**src/rtl/ram_access_scheduler_if.sv**
```systemverilog
// Bundle between the cartridge requesters and the shared RAM port scheduler.
// The master side drives requests and RAM read data; the slave side is the scheduler.
interface ram_access_scheduler_if #(
  parameter int COUNT  = 5,
  parameter int ADDR_W = 22,
  parameter int DATA_W = 8
);
  logic [COUNT-1:0]        req;
  logic [COUNT-1:0]        we;
  logic [COUNT*ADDR_W-1:0] addr;
  logic [COUNT*DATA_W-1:0] din;
  logic [COUNT-1:0]        ack;
  logic [DATA_W-1:0]       dout;
  logic [ADDR_W-1:0]       ram_addr;
  logic [DATA_W-1:0]       ram_din;
  logic [DATA_W-1:0]       ram_dout;
  logic                    ram_oe_n;
  logic                    ram_we_n;
  logic                    ram_rfsh_n;
  logic                    busy;

  modport master (
    output req, we, addr, din, ram_dout,
    input  ack, dout, ram_addr, ram_din, ram_oe_n, ram_we_n, ram_rfsh_n, busy
  );

  modport slave (
    input  req, we, addr, din, ram_dout,
    output ack, dout, ram_addr, ram_din, ram_oe_n, ram_we_n, ram_rfsh_n, busy
  );
endinterface

```
**src/rtl/ram_access_scheduler.sv**
```systemverilog
// Shares one external RAM port among COUNT requesters with periodic refresh.
// Define RAM_SCHED_FIXED_PRIO_EN for fixed priority (index 0 highest) instead of round-robin.
module ram_access_scheduler #(
  parameter int COUNT            = 5,
  parameter int ADDR_W           = 22,
  parameter int DATA_W           = 8,
  parameter int ACCESS_CYCLES    = 4,
  parameter int REFRESH_INTERVAL = 390,
  parameter int REFRESH_CYCLES   = 6
) (
  input  logic clk,
  input  logic rst_n,
  ram_access_scheduler_if.slave bus
);
  localparam int IDX_W   = (COUNT > 1) ? $clog2(COUNT) : 1;
  localparam int PHASE_W = $clog2(((ACCESS_CYCLES > REFRESH_CYCLES) ? ACCESS_CYCLES : REFRESH_CYCLES) + 1);
  localparam int RFSH_W  = $clog2(REFRESH_INTERVAL);

  typedef enum logic [1:0] {IDLE, ACCESS, DONE, REFRESH} state_t;

  state_t              state_reg, state_next;
  logic [PHASE_W-1:0]  phase_reg, phase_next;
  logic [RFSH_W-1:0]   rfsh_cnt_reg;
  logic                pending_reg;
  logic [IDX_W-1:0]    grant_reg;
  logic                op_we_reg;
  logic [ADDR_W-1:0]   ram_addr_reg;
  logic [DATA_W-1:0]   ram_din_reg;
  logic [DATA_W-1:0]   dout_reg;
`ifndef RAM_SCHED_FIXED_PRIO_EN
  logic [IDX_W-1:0]    rr_ptr_reg;
`endif

  logic [ADDR_W-1:0]   addr_arr [COUNT];
  logic [DATA_W-1:0]   din_arr  [COUNT];
  logic [IDX_W-1:0]    winner;
  logic [IDX_W-1:0]    cand;
  logic                any_req;
  logic                grant_now;
  logic                rfsh_wrap;
  logic                oe_n, we_n, rfsh_n;
  logic [COUNT-1:0]    ack;

  generate
    for (genvar gi = 0; gi < COUNT; gi++) begin : g_slice
      assign addr_arr[gi] = bus.addr[gi*ADDR_W +: ADDR_W];
      assign din_arr[gi]  = bus.din[gi*DATA_W +: DATA_W];
    end
  endgenerate

  // Scan from the highest search offset down so the lowest offset with REQ set wins.
  always_comb begin
    winner  = '0;
    cand    = '0;
    any_req = |bus.req;
    for (int k = COUNT - 1; k >= 0; k--) begin
`ifdef RAM_SCHED_FIXED_PRIO_EN
      cand = IDX_W'(k);
`else
      cand = IDX_W'((int'(rr_ptr_reg) + k) % COUNT);
`endif
      if (bus.req[cand]) winner = cand;
    end
  end

  assign rfsh_wrap = (rfsh_cnt_reg == RFSH_W'(REFRESH_INTERVAL - 1));

  always_comb begin
    state_next = state_reg;
    phase_next = '0;
    grant_now  = 1'b0;
    oe_n       = 1'b1;
    we_n       = 1'b1;
    rfsh_n     = 1'b1;
    ack        = '0;
    case (state_reg)
      IDLE: begin
        if (pending_reg) begin
          state_next = REFRESH;
        end else if (any_req) begin
          grant_now  = 1'b1;
          state_next = ACCESS;
        end
      end
      ACCESS: begin
        oe_n = op_we_reg;
        we_n = ~op_we_reg;
        if (phase_reg == PHASE_W'(ACCESS_CYCLES - 1)) state_next = DONE;
        else phase_next = phase_reg + 1'b1;
      end
      DONE: begin
        ack        = COUNT'(1) << grant_reg;
        state_next = IDLE;
      end
      REFRESH: begin
        rfsh_n = 1'b0;
        if (phase_reg == PHASE_W'(REFRESH_CYCLES - 1)) state_next = IDLE;
        else phase_next = phase_reg + 1'b1;
      end
      default: state_next = IDLE;
    endcase
  end

  always_ff @(posedge clk or negedge rst_n) begin
    if (!rst_n) begin
      state_reg    <= IDLE;
      phase_reg    <= '0;
      rfsh_cnt_reg <= '0;
      pending_reg  <= 1'b0;
      grant_reg    <= '0;
      op_we_reg    <= 1'b0;
      ram_addr_reg <= '0;
      ram_din_reg  <= '0;
      dout_reg     <= '0;
`ifndef RAM_SCHED_FIXED_PRIO_EN
      rr_ptr_reg   <= '0;
`endif
    end else begin
      state_reg    <= state_next;
      phase_reg    <= phase_next;
      rfsh_cnt_reg <= rfsh_wrap ? '0 : rfsh_cnt_reg + 1'b1;
      // Entering REFRESH consumes the flag; a wrap while already pending is simply absorbed.
      if (state_reg == IDLE && pending_reg) pending_reg <= 1'b0;
      else if (rfsh_wrap)                   pending_reg <= 1'b1;
      if (grant_now) begin
        grant_reg    <= winner;
        op_we_reg    <= bus.we[winner];
        ram_addr_reg <= addr_arr[winner];
        ram_din_reg  <= din_arr[winner];
      end
      if (state_reg == ACCESS && phase_reg == PHASE_W'(ACCESS_CYCLES - 1) && !op_we_reg)
        dout_reg <= bus.ram_dout;
`ifndef RAM_SCHED_FIXED_PRIO_EN
      if (state_reg == DONE)
        rr_ptr_reg <= (grant_reg == IDX_W'(COUNT - 1)) ? '0 : grant_reg + 1'b1;
`endif
    end
  end

  assign bus.ack        = ack;
  assign bus.dout       = dout_reg;
  assign bus.ram_addr   = ram_addr_reg;
  assign bus.ram_din    = ram_din_reg;
  assign bus.ram_oe_n   = oe_n;
  assign bus.ram_we_n   = we_n;
  assign bus.ram_rfsh_n = rfsh_n;
  assign bus.busy       = (state_reg != IDLE);
endmodule
```
**src/flat_wrapper.sv**
```systemverilog
// flat-port wrapper written by rule: the top's interface ports become plain ports
module ram_access_scheduler_flat 
#(
  parameter int COUNT            = 5,
  parameter int ADDR_W           = 22,
  parameter int DATA_W           = 8,
  parameter int ACCESS_CYCLES    = 4,
  parameter int REFRESH_INTERVAL = 390,
  parameter int REFRESH_CYCLES   = 6
)
  (clk, rst_n, bus_req, bus_we, bus_addr, bus_din, bus_ram_dout, bus_ack, bus_dout, bus_ram_addr, bus_ram_din, bus_ram_oe_n, bus_ram_we_n, bus_ram_rfsh_n, bus_busy);
  ram_access_scheduler_if #(.COUNT(COUNT), .ADDR_W(ADDR_W), .DATA_W(DATA_W)) bus_i ();
  input  logic clk;
  input  logic rst_n;
  input wire logic [$bits(bus_i.req)-1:0] bus_req;
  input wire logic [$bits(bus_i.we)-1:0] bus_we;
  input wire logic [$bits(bus_i.addr)-1:0] bus_addr;
  input wire logic [$bits(bus_i.din)-1:0] bus_din;
  input wire logic [$bits(bus_i.ram_dout)-1:0] bus_ram_dout;
  output wire logic [$bits(bus_i.ack)-1:0] bus_ack;
  output wire logic [$bits(bus_i.dout)-1:0] bus_dout;
  output wire logic [$bits(bus_i.ram_addr)-1:0] bus_ram_addr;
  output wire logic [$bits(bus_i.ram_din)-1:0] bus_ram_din;
  output wire logic [$bits(bus_i.ram_oe_n)-1:0] bus_ram_oe_n;
  output wire logic [$bits(bus_i.ram_we_n)-1:0] bus_ram_we_n;
  output wire logic [$bits(bus_i.ram_rfsh_n)-1:0] bus_ram_rfsh_n;
  output wire logic [$bits(bus_i.busy)-1:0] bus_busy;
  assign bus_i.req = bus_req;
  assign bus_i.we = bus_we;
  assign bus_i.addr = bus_addr;
  assign bus_i.din = bus_din;
  assign bus_i.ram_dout = bus_ram_dout;
  assign bus_ack = bus_i.ack;
  assign bus_dout = bus_i.dout;
  assign bus_ram_addr = bus_i.ram_addr;
  assign bus_ram_din = bus_i.ram_din;
  assign bus_ram_oe_n = bus_i.ram_oe_n;
  assign bus_ram_we_n = bus_i.ram_we_n;
  assign bus_ram_rfsh_n = bus_i.ram_rfsh_n;
  assign bus_busy = bus_i.busy;
  ram_access_scheduler #(.COUNT(COUNT), .ADDR_W(ADDR_W), .DATA_W(DATA_W), .ACCESS_CYCLES(ACCESS_CYCLES), .REFRESH_INTERVAL(REFRESH_INTERVAL), .REFRESH_CYCLES(REFRESH_CYCLES)) u_core (.clk(clk), .rst_n(rst_n), .bus(bus_i));
endmodule
```
**config.mk**
```make
export PLATFORM = sky130hd
export DESIGN_NAME = ram_access_scheduler_flat
export DESIGN_NICKNAME = d
export VERILOG_FILES = /design/src/rtl/ram_access_scheduler_if.sv /design/src/rtl/ram_access_scheduler.sv /design/src/flat_wrapper.sv
export SDC_FILE = /design/constraint.sdc
export NUM_CORES = 1
export LEC_CHECK = 0
export ABC_AREA = 1
export BUFFER_PORTS_ARGS = -buffer_cell sky130_fd_sc_hd__clkbuf_2
export CAP_MARGIN = 20
export CORE_UTILIZATION = 56
export CTS_BUF_LIST = sky130_fd_sc_hd__clkbuf_8
export DETAILED_ROUTE_END_ITERATION = 16
export GPL_TIMING_DRIVEN = 0
export PLACE_DENSITY = 0.95
export REMOVE_ABC_BUFFERS = 1
export SETUP_SLACK_MARGIN = 0.02
export SLEW_MARGIN = 20
export SYNTH_ARGS = -nofsm -noshare
export SYNTH_HDL_FRONTEND = slang
export SYNTH_SLANG_ARGS = --single-unit
```
**constraint.sdc**
```tcl
create_clock -name clk -period 5.2 [get_ports clk]
set_input_delay 0.78 -clock clk [delete_from_list [all_inputs] [get_ports clk]]
set_output_delay 0.78 -clock clk [all_outputs]
set_load 0.03 [all_outputs]
```
==> impl_metrics.env <==
export IMPL_clock_path_buffers=2
export IMPL_dpl_wire_length_um=12300
export IMPL_path_common_cell="sky130_fd_sc_hd__nand2_1"
export IMPL_finalNetCount=1363
export IMPL_cts_made_buffers=9
export IMPL_worst_path_buf_inv=3
export IMPL_timing_critical_path_slowest_stage_cell="sky130_fd_sc_hd__dfrtp_2"
export IMPL_critical_path_max_fanout=32
export IMPL_grt_pass1_wl_um=26100
export IMPL_synthesized_flop_and_latch_total=60
export IMPL_critical_path_top_delay_family="simple AND/OR/NAND/NOR gates"
export IMPL_chipWidth_um=103
export IMPL_final_layout_size_suffix_gt1_frac=0.230
export IMPL_die_area_um2=10600
export IMPL_synth_top_area_cell="sky130_fd_sc_hd__dfrtp_1"
export IMPL_seq_area_frac_synth=0.263
export IMPL_firstDrtPassIters=7
export IMPL_worst_setup_hold_path_clk_slew_ps=70
export IMPL_final_period_minus_worst_setup_slack_ps=4720
export IMPL_grt_pass1_vias=5951
export IMPL_num_rows=36
export IMPL_synth_compound_gate_area_share=0.0755
export IMPL_wire_per_inst_um=12.9
export IMPL_overflow=0
export IMPL_worst_ep_required_time_ps=5430
export IMPL_tritoncts_num_sinks=60
export IMPL_floorplan_core_area_um2=9820
export IMPL_iteration_0_drc_markers=336
export IMPL_die_h_um=103
export IMPL_detail_route_drc_violations=0
export IMPL_ports=217
export IMPL_area_growth_synth_to_final_pct=25.4
export IMPL_post_synth_main_area_contributors="sky130_fd_sc_hd__dfrtp_1, sky130_fd_sc_hd__nand2_1, sky130_fd_sc_hd__nand3_1"
export IMPL_timing_critical_path_from_type="flop"
export IMPL_ys_warn_count=0
export IMPL_worst_path_largest_cell_delay_ps=590
export IMPL_slew_limit_headroom=0.498
export IMPL_floorplan_initialDensity=0.582
export IMPL_io_buffer_count=216
export IMPL_asyncSetResetFlopFracSynth=1.00
export IMPL_path_class="flop to flop"
export IMPL_synth_lib_cells_used_distinct=36
export IMPL_synthSimpleGateAreaFrac=0.391
export IMPL_min_path_type="input pin to async pin"
export IMPL_synth_top_area_share=0.263
export IMPL_pin_count_of_the_biggest_net_entering_global_routing=63
export IMPL_synth_edff_count=0
export IMPL_route_antenna_remaining_nets=0
export IMPL_route_final_wire_length_um=16900
export IMPL_number_of_antenna_violations_at_the_first_check_in_global_routing=0
export IMPL_synthesis_area_per_instance_um2=5.93
export IMPL_synth_most_common_cell="sky130_fd_sc_hd__nand2_1"
export IMPL_ys_dominant_reg_cell="sky130_fd_sc_hd__dfrtp_1"
export IMPL_timing_hold_violations_final=0
export IMPL_tritoncts="built"
export IMPL_final_period_utilization=0.909
export IMPL_crit_path_end_kind="flop"
export IMPL_global_route_usage_total=0.316
export IMPL_post_synth_instance_area_um2=5720
export IMPL_cts_htree_levels=3
export IMPL_final_max_slew_violation_count=0
export IMPL_run_status="completed"
export IMPL_hold_ws_ps=380
export IMPL_adder_and_majority_gate_portion_of_the_synthesized_area=0.0635
export IMPL_largest_register_ff_count=22
export IMPL_clk_latency_ps=340
export IMPL_fmax_ghz=0.212
export IMPL_clock_tree_root_cell="sky130_fd_sc_hd__clkbuf_8"
export IMPL_yosys_area_share_xor_xnor=0.0105
export IMPL_dominant_combinational_cell_family_by_area_after_synthesis="simple AND/OR/NAND/NOR gates"
export IMPL_post_synth_mux_area_share=0.0182
export IMPL_synth_top_cells_by_count="sky130_fd_sc_hd__nand2_1, sky130_fd_sc_hd__inv_1, sky130_fd_sc_hd__nand3_1"
export IMPL_worst_clock_skew_ps=8.47
export IMPL_avgViaCountPerCell=5.11
export IMPL_gp_congestion=0.882
export IMPL_maximum_capacitance_violations=0
export IMPL_number_of_antenna_diodes=0
export IMPL_rsz_0062_raised_after_global_routing="yes"
export IMPL_netlist_instances=965
export IMPL_crit_arrival_ps=4950
export IMPL_worst_slew_pin_slew_ps=753
export IMPL_route_vias_total=6652
export IMPL_timing_final_setup_violations=0
routing by layer:
metal | track usage | vias up | part of all wire
met5 | 0 | - | 0
met4 | 0.139 | 0 | 0.034
met3 | 0.0705 | 57 | 0.079
met1 | 0.384 | 2929 | 0.39
li1 | - | 3348 | -
met2 | 0.539 | 318 | 0.50
timing repair:
action                                  in CTS  in global routing
buffers inserted                             0                  3
hold buffers                                 0                  0
cloned                                       1                  2
resized for setup                            3                  2
endpoints found under the setup margin      31                 31
pin swaps                                    1                  1
cell type report:
class / instances / area (um^2)
repair buffers: 224 / 1240
inverters: 215 / 812
clock buffers: 10 / 138
repair inverters: 1 / 7.51
multi-input cells: 653 / 3270
flip-flops and latches: 60 / 1500
clock inverters: 6 / 40.0
well taps: 133 / 166
fillers: 843 / 2650
final timing paths:
path                                                  start                                 end  slack, ps  depth (start not counted)
max reg2reg                u_core.rr_ptr_reg[0]$_DFFE_PN0P_  u_core.bus.ram_addr[5]$_DFFE_PN0P_        480                         26
max                        u_core.rr_ptr_reg[0]$_DFFE_PN0P_  u_core.bus.ram_addr[5]$_DFFE_PN0P_        480                         26
min in group clk              u_core.phase_reg[0]$_DFF_PN0_       u_core.phase_reg[0]$_DFF_PN0_        480                          1
min                                                   rst_n      u_core.bus.dout[3]$_DFFE_PN0P_        380                          1
min reg2reg                   u_core.phase_reg[0]$_DFF_PN0_       u_core.phase_reg[0]$_DFF_PN0_        480                          1
max in group asynchronous                             rst_n    u_core.rr_ptr_reg[0]$_DFFE_PN0P_       4290                          2
layout by cell type, fill, tap and decap left out, types with 4 or more instances in the layout:
cell                         instances
sky130_fd_sc_hd__o21ai_1             6
sky130_fd_sc_hd__buf_16              4
sky130_fd_sc_hd__mux2_2              8
sky130_fd_sc_hd__dfrtp_1            59
sky130_fd_sc_hd__nand2_2             4
sky130_fd_sc_hd__nand3_1           163
sky130_fd_sc_hd__nand4_1             4
sky130_fd_sc_hd__inv_1             211
sky130_fd_sc_hd__o21ai_0            20
sky130_fd_sc_hd__ha_1               29
sky130_fd_sc_hd__clkbuf_8           10
sky130_fd_sc_hd__clkbuf_2          215
sky130_fd_sc_hd__nand2_1           275
sky130_fd_sc_hd__a21oi_1            43
sky130_fd_sc_hd__clkinvlp_4          5
sky130_fd_sc_hd__nor3_1              6
sky130_fd_sc_hd__nor2_1             68
kinds of logic (layout without fill, tap and decap cells):
kind of cell,count (synthesis),after routing
simple gates,527,529
buf+inv,254,456
compound gates,80,80
flops,60,60
fa+ha+maj,29,29
mux,9,9
xor+xnor,6,6
per-stage QoR:
stage | instances | setup slack [ps] | instance area (um^2) | TNS [ps] | util
after detailed placement | 1280 | -267 | 6920 | -5840 | 0.705
after CTS | 1297 | 290 | 7130 | 0 | 0.726
after global routing | 1302 | 17.0 | 7170 | 0 | 0.730
final | 1302 | 475 | 7170 | 0 | 0.730
after global placement | 1275 | -895 | 6750 | -26120 | 0.687
after floorplan | 926 | 532 | 5500 | 0 | -
worst reg2reg max path, delay by kind of cell, from the launching register on:
family                     cells  cell delay (ps)
and+or+nand+nor               19             2480
adders and majority gates      3              970
DFF                            1              590
buffers and inverters          3              550
AOI/OAI and AO/OA              1               60
Power is not shown: default switching activity piles up to over one toggle a cycle in this logic, so the estimate is an artifact.
